File: config.mk
export PLATFORM = sky130hd
export DESIGN_NAME = mem_initiator
export DESIGN_NICKNAME = d
export VERILOG_FILES = /design/src/rtl/mem_initiator_pkg.sv /design/src/rtl/mem_tag_fifo.sv /design/src/rtl/mem_initiator.sv
export SDC_FILE = /design/constraint.sdc
export NUM_CORES = 1
export LEC_CHECK = 0
export CAP_MARGIN = 40
export CORE_UTILIZATION = 43
export DETAILED_ROUTE_END_ITERATION = 6
export HOLD_SLACK_MARGIN = 0.02
export PLACE_DENSITY = 0.83
export SYNTH_ARGS = -nofsm -noshare
export SYNTH_HDL_FRONTEND = slang
export SYNTH_SLANG_ARGS = --single-unit
File: constraint.sdc
create_clock -name clk -period 3.1 [get_ports clk]
set_clock_uncertainty 0.2 [all_clocks]
set_input_delay 0.62 -clock clk [delete_from_list [all_inputs] [get_ports clk]]
set_output_delay 0.62 -clock clk [all_outputs]
set_load 0.05 [all_outputs]
File: src/rtl/mem_initiator_pkg.sv
// Shared definitions for the memory initiator slice.
//   mem_op_e   : command/request opcode (load/store)
//   mem_tag_t  : per-request bookkeeping tag {op, rd} kept until the response returns
//   TAG_W      : packed width of mem_tag_t, used to size the tag FIFO
//   needs_writeback() : true for tags whose response must be written to the regfile
package mem_initiator_pkg;

  localparam int unsigned XLEN       = 32;
  localparam int unsigned REG_ADDR_W = 5;

  typedef enum logic {
    MEM_OP_LOAD  = 1'b0,
    MEM_OP_STORE = 1'b1
  } mem_op_e;

  typedef struct packed {
    mem_op_e                 op;
    logic [REG_ADDR_W-1:0]   rd;
  } mem_tag_t;

  localparam int unsigned TAG_W = $bits(mem_tag_t);

  // Stores are answered by the cache but produce nothing; loads to x0 are dropped.
  function automatic logic needs_writeback(input mem_tag_t tag);
    return (tag.op == MEM_OP_LOAD) && (tag.rd != '0);
  endfunction

endpackage

File: src/rtl/mem_tag_fifo.sv
// Small synchronous FIFO holding the tags of requests that await a response.
// Parameters:
//   DEPTH : number of entries (1..8 in this design)
//   WIDTH : entry width in bits
// Ports:
//   clk, reset        : clock, synchronous active-high reset (empties the FIFO)
//   push_i/push_data_i: write one entry (ignored when full)
//   pop_i             : remove the head entry (ignored when empty)
//   pop_data_o        : current head entry
//   full_o/empty_o    : occupancy flags
// Push and pop in the same cycle are legal and leave the count unchanged.
module mem_tag_fifo #(
  parameter int unsigned DEPTH = 2,
  parameter int unsigned WIDTH = 6
) (
  input  logic             clk,
  input  logic             reset,
  input  logic             push_i,
  input  logic [WIDTH-1:0] push_data_i,
  input  logic             pop_i,
  output logic [WIDTH-1:0] pop_data_o,
  output logic             full_o,
  output logic             empty_o
);

  localparam int unsigned PTR_W = (DEPTH > 1) ? $clog2(DEPTH) : 1;
  localparam int unsigned CNT_W = $clog2(DEPTH + 1);
  localparam logic [PTR_W-1:0] LAST_PTR = PTR_W'(DEPTH - 1);

  logic [WIDTH-1:0] mem_q [DEPTH];
  logic [PTR_W-1:0] wr_ptr_q, wr_ptr_d;
  logic [PTR_W-1:0] rd_ptr_q, rd_ptr_d;
  logic [CNT_W-1:0] cnt_q, cnt_d;
  logic             do_push;
  logic             do_pop;

  assign full_o     = (cnt_q == CNT_W'(DEPTH));
  assign empty_o    = (cnt_q == '0);
  assign do_push    = push_i & ~full_o;
  assign do_pop     = pop_i & ~empty_o;
  assign pop_data_o = mem_q[rd_ptr_q];

  always_comb begin
    wr_ptr_d = wr_ptr_q;
    rd_ptr_d = rd_ptr_q;
    cnt_d    = cnt_q;
    // Pointers wrap explicitly so non-power-of-two depths work.
    if (do_push) begin
      wr_ptr_d = (wr_ptr_q == LAST_PTR) ? '0 : wr_ptr_q + PTR_W'(1);
    end
    if (do_pop) begin
      rd_ptr_d = (rd_ptr_q == LAST_PTR) ? '0 : rd_ptr_q + PTR_W'(1);
    end
    case ({do_push, do_pop})
      2'b10:   cnt_d = cnt_q + CNT_W'(1);
      2'b01:   cnt_d = cnt_q - CNT_W'(1);
      default: cnt_d = cnt_q;
    endcase
  end

  always_ff @(posedge clk) begin
    if (reset) begin
      wr_ptr_q <= '0;
      rd_ptr_q <= '0;
      cnt_q    <= '0;
    end else begin
      wr_ptr_q <= wr_ptr_d;
      rd_ptr_q <= rd_ptr_d;
      cnt_q    <= cnt_d;
    end
  end

  // Storage needs no reset: an entry is only read after it has been written.
  always_ff @(posedge clk) begin
    if (do_push) begin
      mem_q[wr_ptr_q] <= push_data_i;
    end
  end

endmodule

File: src/rtl/mem_initiator.sv
// Load/store initiator between a pipeline command port and a cache.
// Accepts commands, issues them through a single request register, remembers
// {op, rd} of every outstanding request in an in-order tag FIFO, and turns
// load responses into one-cycle register-file writes.
// Parameter:
//   MAX_OUTSTANDING : commands accepted but not yet answered (1..8)
// Ports:
//   clk, reset                       : clock, synchronous active-high reset
//   cmd_valid/cmd_ready              : command handshake
//   cmd_op/cmd_addr/cmd_wdata/cmd_rd : command payload (op 0 load, 1 store)
//   req_valid/req_ready              : cache request handshake
//   req_addr/req_op/req_wdata        : cache request payload
//   resp_valid/resp_ready/resp_data  : cache response (in order, one per request)
//   wb_en/wb_addr/wb_data            : regfile write port, no backpressure
//   busy                             : request pending or responses outstanding
//   err                              : misaligned-command pulse (see below)
// Build option:
//   MEM_INITIATOR_ALIGN_CHECK_EN : commands with addr[1:0] != 0 are accepted
//   but dropped, and err pulses the cycle after acceptance. Without it err is
//   tied low and addresses pass through unmodified.
module mem_initiator
  import mem_initiator_pkg::*;
#(
  parameter int unsigned MAX_OUTSTANDING = 2
) (
  input  logic                  clk,
  input  logic                  reset,
  input  logic                  cmd_valid,
  output logic                  cmd_ready,
  input  logic                  cmd_op,
  input  logic [XLEN-1:0]       cmd_addr,
  input  logic [XLEN-1:0]       cmd_wdata,
  input  logic [REG_ADDR_W-1:0] cmd_rd,
  output logic                  req_valid,
  input  logic                  req_ready,
  output logic [XLEN-1:0]       req_addr,
  output logic                  req_op,
  output logic [XLEN-1:0]       req_wdata,
  input  logic                  resp_valid,
  output logic                  resp_ready,
  input  logic [XLEN-1:0]       resp_data,
  output logic                  wb_en,
  output logic [REG_ADDR_W-1:0] wb_addr,
  output logic [XLEN-1:0]       wb_data,
  output logic                  busy,
  output logic                  err
);

  logic                  req_valid_q, req_valid_d;
  logic [XLEN-1:0]       req_addr_q,  req_addr_d;
  mem_op_e               req_op_q,    req_op_d;
  logic [XLEN-1:0]       req_wdata_q, req_wdata_d;

  logic                  wb_en_q,   wb_en_d;
  logic [REG_ADDR_W-1:0] wb_addr_q, wb_addr_d;
  logic [XLEN-1:0]       wb_data_q, wb_data_d;

  logic                  fifo_full;
  logic                  fifo_empty;
  logic                  cmd_fire;
  logic                  issue;
  logic                  resp_fire;
  mem_tag_t              push_tag;
  mem_tag_t              head_tag;
  logic [TAG_W-1:0]      head_bits;

  // Both handshakes are held off while reset is asserted; the FIFO only
  // empties at the first reset edge, so its flags alone are not enough.
  assign cmd_ready  = ~reset & ~fifo_full & (~req_valid_q | req_ready);
  assign resp_ready = ~reset & ~fifo_empty;
  assign cmd_fire   = cmd_valid & cmd_ready;
  assign resp_fire  = resp_valid & resp_ready;

`ifdef MEM_INITIATOR_ALIGN_CHECK_EN
  logic misaligned;
  logic err_q, err_d;

  assign misaligned = (cmd_addr[1:0] != 2'b00);
  assign issue      = cmd_fire & ~misaligned;
  assign err_d      = cmd_fire & misaligned;
  assign err        = err_q;

  always_ff @(posedge clk) begin
    if (reset) begin
      err_q <= 1'b0;
    end else begin
      err_q <= err_d;
    end
  end
`else
  assign issue = cmd_fire;
  assign err   = 1'b0;
`endif

  assign push_tag = '{op: mem_op_e'(cmd_op), rd: cmd_rd};
  assign head_tag = mem_tag_t'(head_bits);

  mem_tag_fifo #(
    .DEPTH (MAX_OUTSTANDING),
    .WIDTH (TAG_W)
  ) u_tag_fifo (
    .clk         (clk),
    .reset       (reset),
    .push_i      (issue),
    .push_data_i (push_tag),
    .pop_i       (resp_fire),
    .pop_data_o  (head_bits),
    .full_o      (fifo_full),
    .empty_o     (fifo_empty)
  );

  // Request register: a new command may replace the one being handed off in
  // the same cycle, giving one request per cycle under a ready cache.
  always_comb begin
    req_valid_d = req_valid_q;
    req_addr_d  = req_addr_q;
    req_op_d    = req_op_q;
    req_wdata_d = req_wdata_q;
    if (issue) begin
      req_valid_d = 1'b1;
      req_addr_d  = cmd_addr;
      req_op_d    = mem_op_e'(cmd_op);
      req_wdata_d = cmd_wdata;
    end else if (req_ready) begin
      req_valid_d = 1'b0;
    end
  end

  // Writeback: address/data only move when a write is actually produced.
  always_comb begin
    wb_en_d   = 1'b0;
    wb_addr_d = wb_addr_q;
    wb_data_d = wb_data_q;
    if (resp_fire && needs_writeback(head_tag)) begin
      wb_en_d   = 1'b1;
      wb_addr_d = head_tag.rd;
      wb_data_d = resp_data;
    end
  end

  always_ff @(posedge clk) begin
    if (reset) begin
      req_valid_q <= 1'b0;
      req_addr_q  <= '0;
      req_op_q    <= MEM_OP_LOAD;
      req_wdata_q <= '0;
      wb_en_q     <= 1'b0;
      wb_addr_q   <= '0;
      wb_data_q   <= '0;
    end else begin
      req_valid_q <= req_valid_d;
      req_addr_q  <= req_addr_d;
      req_op_q    <= req_op_d;
      req_wdata_q <= req_wdata_d;
      wb_en_q     <= wb_en_d;
      wb_addr_q   <= wb_addr_d;
      wb_data_q   <= wb_data_d;
    end
  end

  assign req_valid = req_valid_q;
  assign req_addr  = req_addr_q;
  assign req_op    = req_op_q;
  assign req_wdata = req_wdata_q;
  assign wb_en     = wb_en_q;
  assign wb_addr   = wb_addr_q;
  assign wb_data   = wb_data_q;
  assign busy      = req_valid_q | ~fifo_empty;

endmodule

==> metrics.md <==
| Metric | Value |
|---|---|
| Vias after detailed routing | `5,017` |
| Initial core utilization | `0.441` |
| Synth Warn # | `0` |
| IO Pins | `215` |
| H-tree depth | `4` |
| Most common cell in the netlist | `nand2_1` |
| Internal power | `3.31 mW` |
| Horiz. Die Dim | `113 microns` |
| Worst EP required | `2280 ps` |
| Root Driver | `clkbuf_16` |
| Gr ovfl total | `0` |
| Placed Cells | `930` |
| Initial antenna violation count | `0` |
| Simple-Gate Fraction of Synth Area | `0.248` |
| Hold Path Class | `register to register` |
| Flops & latches, synth | `121` |
| ANT nets after route | `0` |
| CP Data Arrival Time | `1870 ps` |
| Post-synth top area share | `0.414` |
| CTS clk-pin slew, worst paths | `50 ps` |
| Initial DRC Count | `283` |
| Total power | `4.52 mW` |
| Die footprint | `12,700 sq um` |
| # hold bufs at CTS | `0` |
| Final Cycle Share | `0.866` |
| First-pass GRT wire length | `24.1 mm` |
| Register share of total power | `0.378` |
| Critical path fanouts, max | `5` |
| TNS Setup | `0 ps` |
| EDFF count, synth | `12` |
| Fmax | `372 MHz` |
| Final hold vios | `0` |
| Cell Area, Synth | `5280 sq um` |
| Synth cell types | `35` |
| Mapped Nets | `722` |
| Main combinational cell family by area after synthesis | `simple AND/OR/NAND/NOR gates` |
| Rows | `40` |
| Post-Place Cell Area | `7430 sq um` |
| Routed wire length | `14.8 mm` |
| Synth area leader | `dfxtp_1` |
| Multiplexer area fraction after synthesis | `0.0726` |
| Post-Synthesis Cells | `614` |
| IO buf count | `213` |
| Pwr Density | `563 nW/um^2` |
| Sequential fraction of the synthesis area | `0.482` |
| Layout area overhead | `52.3%` |
| Area of the core | `12,000 sq um` |
| Filler cells | `927` |
| Later-pin clock latency in the skew report | `410 ps` |
| Deepest clock path buffer count | `2` |
| Synth Area in Compound Gates | `0.136` |
| Worst-Margin Slew | `795 ps` |
| Synth top cells by count | `132 x nand2_1, 109 x dfxtp_1, 69 x a21oi_1` |
| Nets | `910` |
| Vias in the first global route | `5,062` |
| DP HPWL | `10.0 mm` |
| DR vias/cell | `5.22` |
| GRT Util Overall | `0.238` |
| Main area contributors after synthesis | `dfxtp_1 41%, nand2_1 9.4%, mux2i_1 6.8%` |
| Startpoint types | `register` |
| Outcome | `finished clean` |
| Inserted Clock Buffers | `17` |
| Slew margin rel. | `0.470` |
| Routability cong. | `0.798` |
| Final count of negative-setup-slack endpoints | `0` |
| RSZ-0062 raised after global routing | `no` |
| Final instance area | `8030 sq um` |
| Synthesized-area fraction occupied by adder cells | `0.00237` |
| Post-route insts no fill | `961` |
| CTS sink count | `121` |
| Diode count | `0` |
| Maxcap violations | `0` |
| Sw Share | `0.268` |
| Max-slew violations | `0` |
| Crit path time final | `2690 ps` |
| Share of cells above drive strength 1 | `0.0614` |
| Largest net degree at the start of global routing | `89` |
| WS Path Type | `register to primary output` |
| DRC Markers | `0` |
| Gate power share | `0.182` |
| Xor-xnor portion of the synthesized cell area | `0.00664` |
| Clock network power share | `0.441` |
| Post-CTS Resized | `0` |
| Setup crit end kind | `primary output` |
| Drt first pass iters | `4` |
| Drt wl/cell | `15.4 microns` |
| Post-CTS Setup Bufs | `0` |
| Psw | `1.21 mW` |
| CTS tree | `built` |
| Max IR drop VDD | `0.424 mV` |
| Syn_area_per_cell | `8.59 sq um` |
| Synth async-reset ratio | `0` |
| Die Height | `113 microns` |
| Leak | `2.79 nW` |
| Synth Flop Type | `dfxtp_1` |
| Hold WS | `250 ps` |
## critical path: stages, from the launching register on
cell and delay [ps]:
dfxtp_1 350, or3_1 390, clkdlybuf4s50_1 720
## cells by family after synthesis
logic type	after synthesis
and+or+nand+nor	282
DFF	121
AOI/OAI and AO/OA	111
buffers and inverters	56
muxes	38
xor gates and xnor gates	4
adders and majority gates	1
other	1
## metrics by stage
stage | utilization | setup WS [ps]
after floorplan | - | 628
after global placement | 0.622 | 380
after detailed placement | 0.622 | 352
after CTS | 0.672 | 401
after global routing | 0.672 | 354
final | 0.672 | 414
## routing by layer
layer	part of all wire	vias to the layer above	routed length [microns]	GRT usage
met5	0	-	0	0
met3	0.082	26	1220	0.0819
met1	0.41	2352	6060	0.280
li1	-	2470	-	-
met4	0.021	0	309	0.0924
met2	0.49	169	7210	0.401
## sequential cells by signal, summed over array words and instances, names as in the netlist, named ones only
signal               cells
wb_addr                  5
req_wdata               32
u_tag_fifo.rd_ptr_q      1
u_tag_fifo.cnt_q         2
u_tag_fifo.wr_ptr_q      1
req_op                   1
req_valid                1
req_addr                32
u_tag_fifo.mem_q        12
wb_data                 32
wb_en                    1
## layout by cell type (no fill, tap or decap), drive strengths merged, types with 32 or more instances in the layout
| cell | netlist | final |
|---|---|---|
| dfxtp | 109 | 109 |
| mux2i | 36 | 36 |
| a21oi | 69 | 69 |
| o311ai | 32 | 32 |
| nor2 | 37 | 37 |
| nand2 | 132 | 132 |
| nand2b | 35 | 35 |
| clkdlybuf4s50 | 0 | 210 |
| nor2b | 34 | 34 |
| nand3 | 35 | 35 |
## path summary, 6_finish.rpt
path,from,endpoint,slack (ps),cells past startpoint
setup / recovery,u_tag_fifo.cnt_q[1],busy,410,2
hold reg to reg,req_addr[27],req_addr[27],250,2
setup reg to reg,register,wb_data[6],860,5
hold / removal,req_addr[27],req_addr[27],250,2
## power groups by stage
stage               Sequential (mW)  Combinational [mW]  Clock, mW
floorplan                      1.95               0.274          0
global placement               1.74               0.805          0
detailed placement             1.74               0.820          0
CTS                            1.71               0.825       2.02
global route                   1.72               0.873       2.09
finish                         1.71               0.821       1.99
## final cells by class
class,instances,area (sq um),area share
clock inverter,8,120,0.0150
sequential,121,2540,0.317
multi-input combinational,437,2480,0.308
timing repair buffer,223,2220,0.277
inverter,2,7.51,0.000935
clock buffer,23,478,0.0595
tap,147,184,0.0229
No activity file was read; power rests on OpenSTA's default activity.
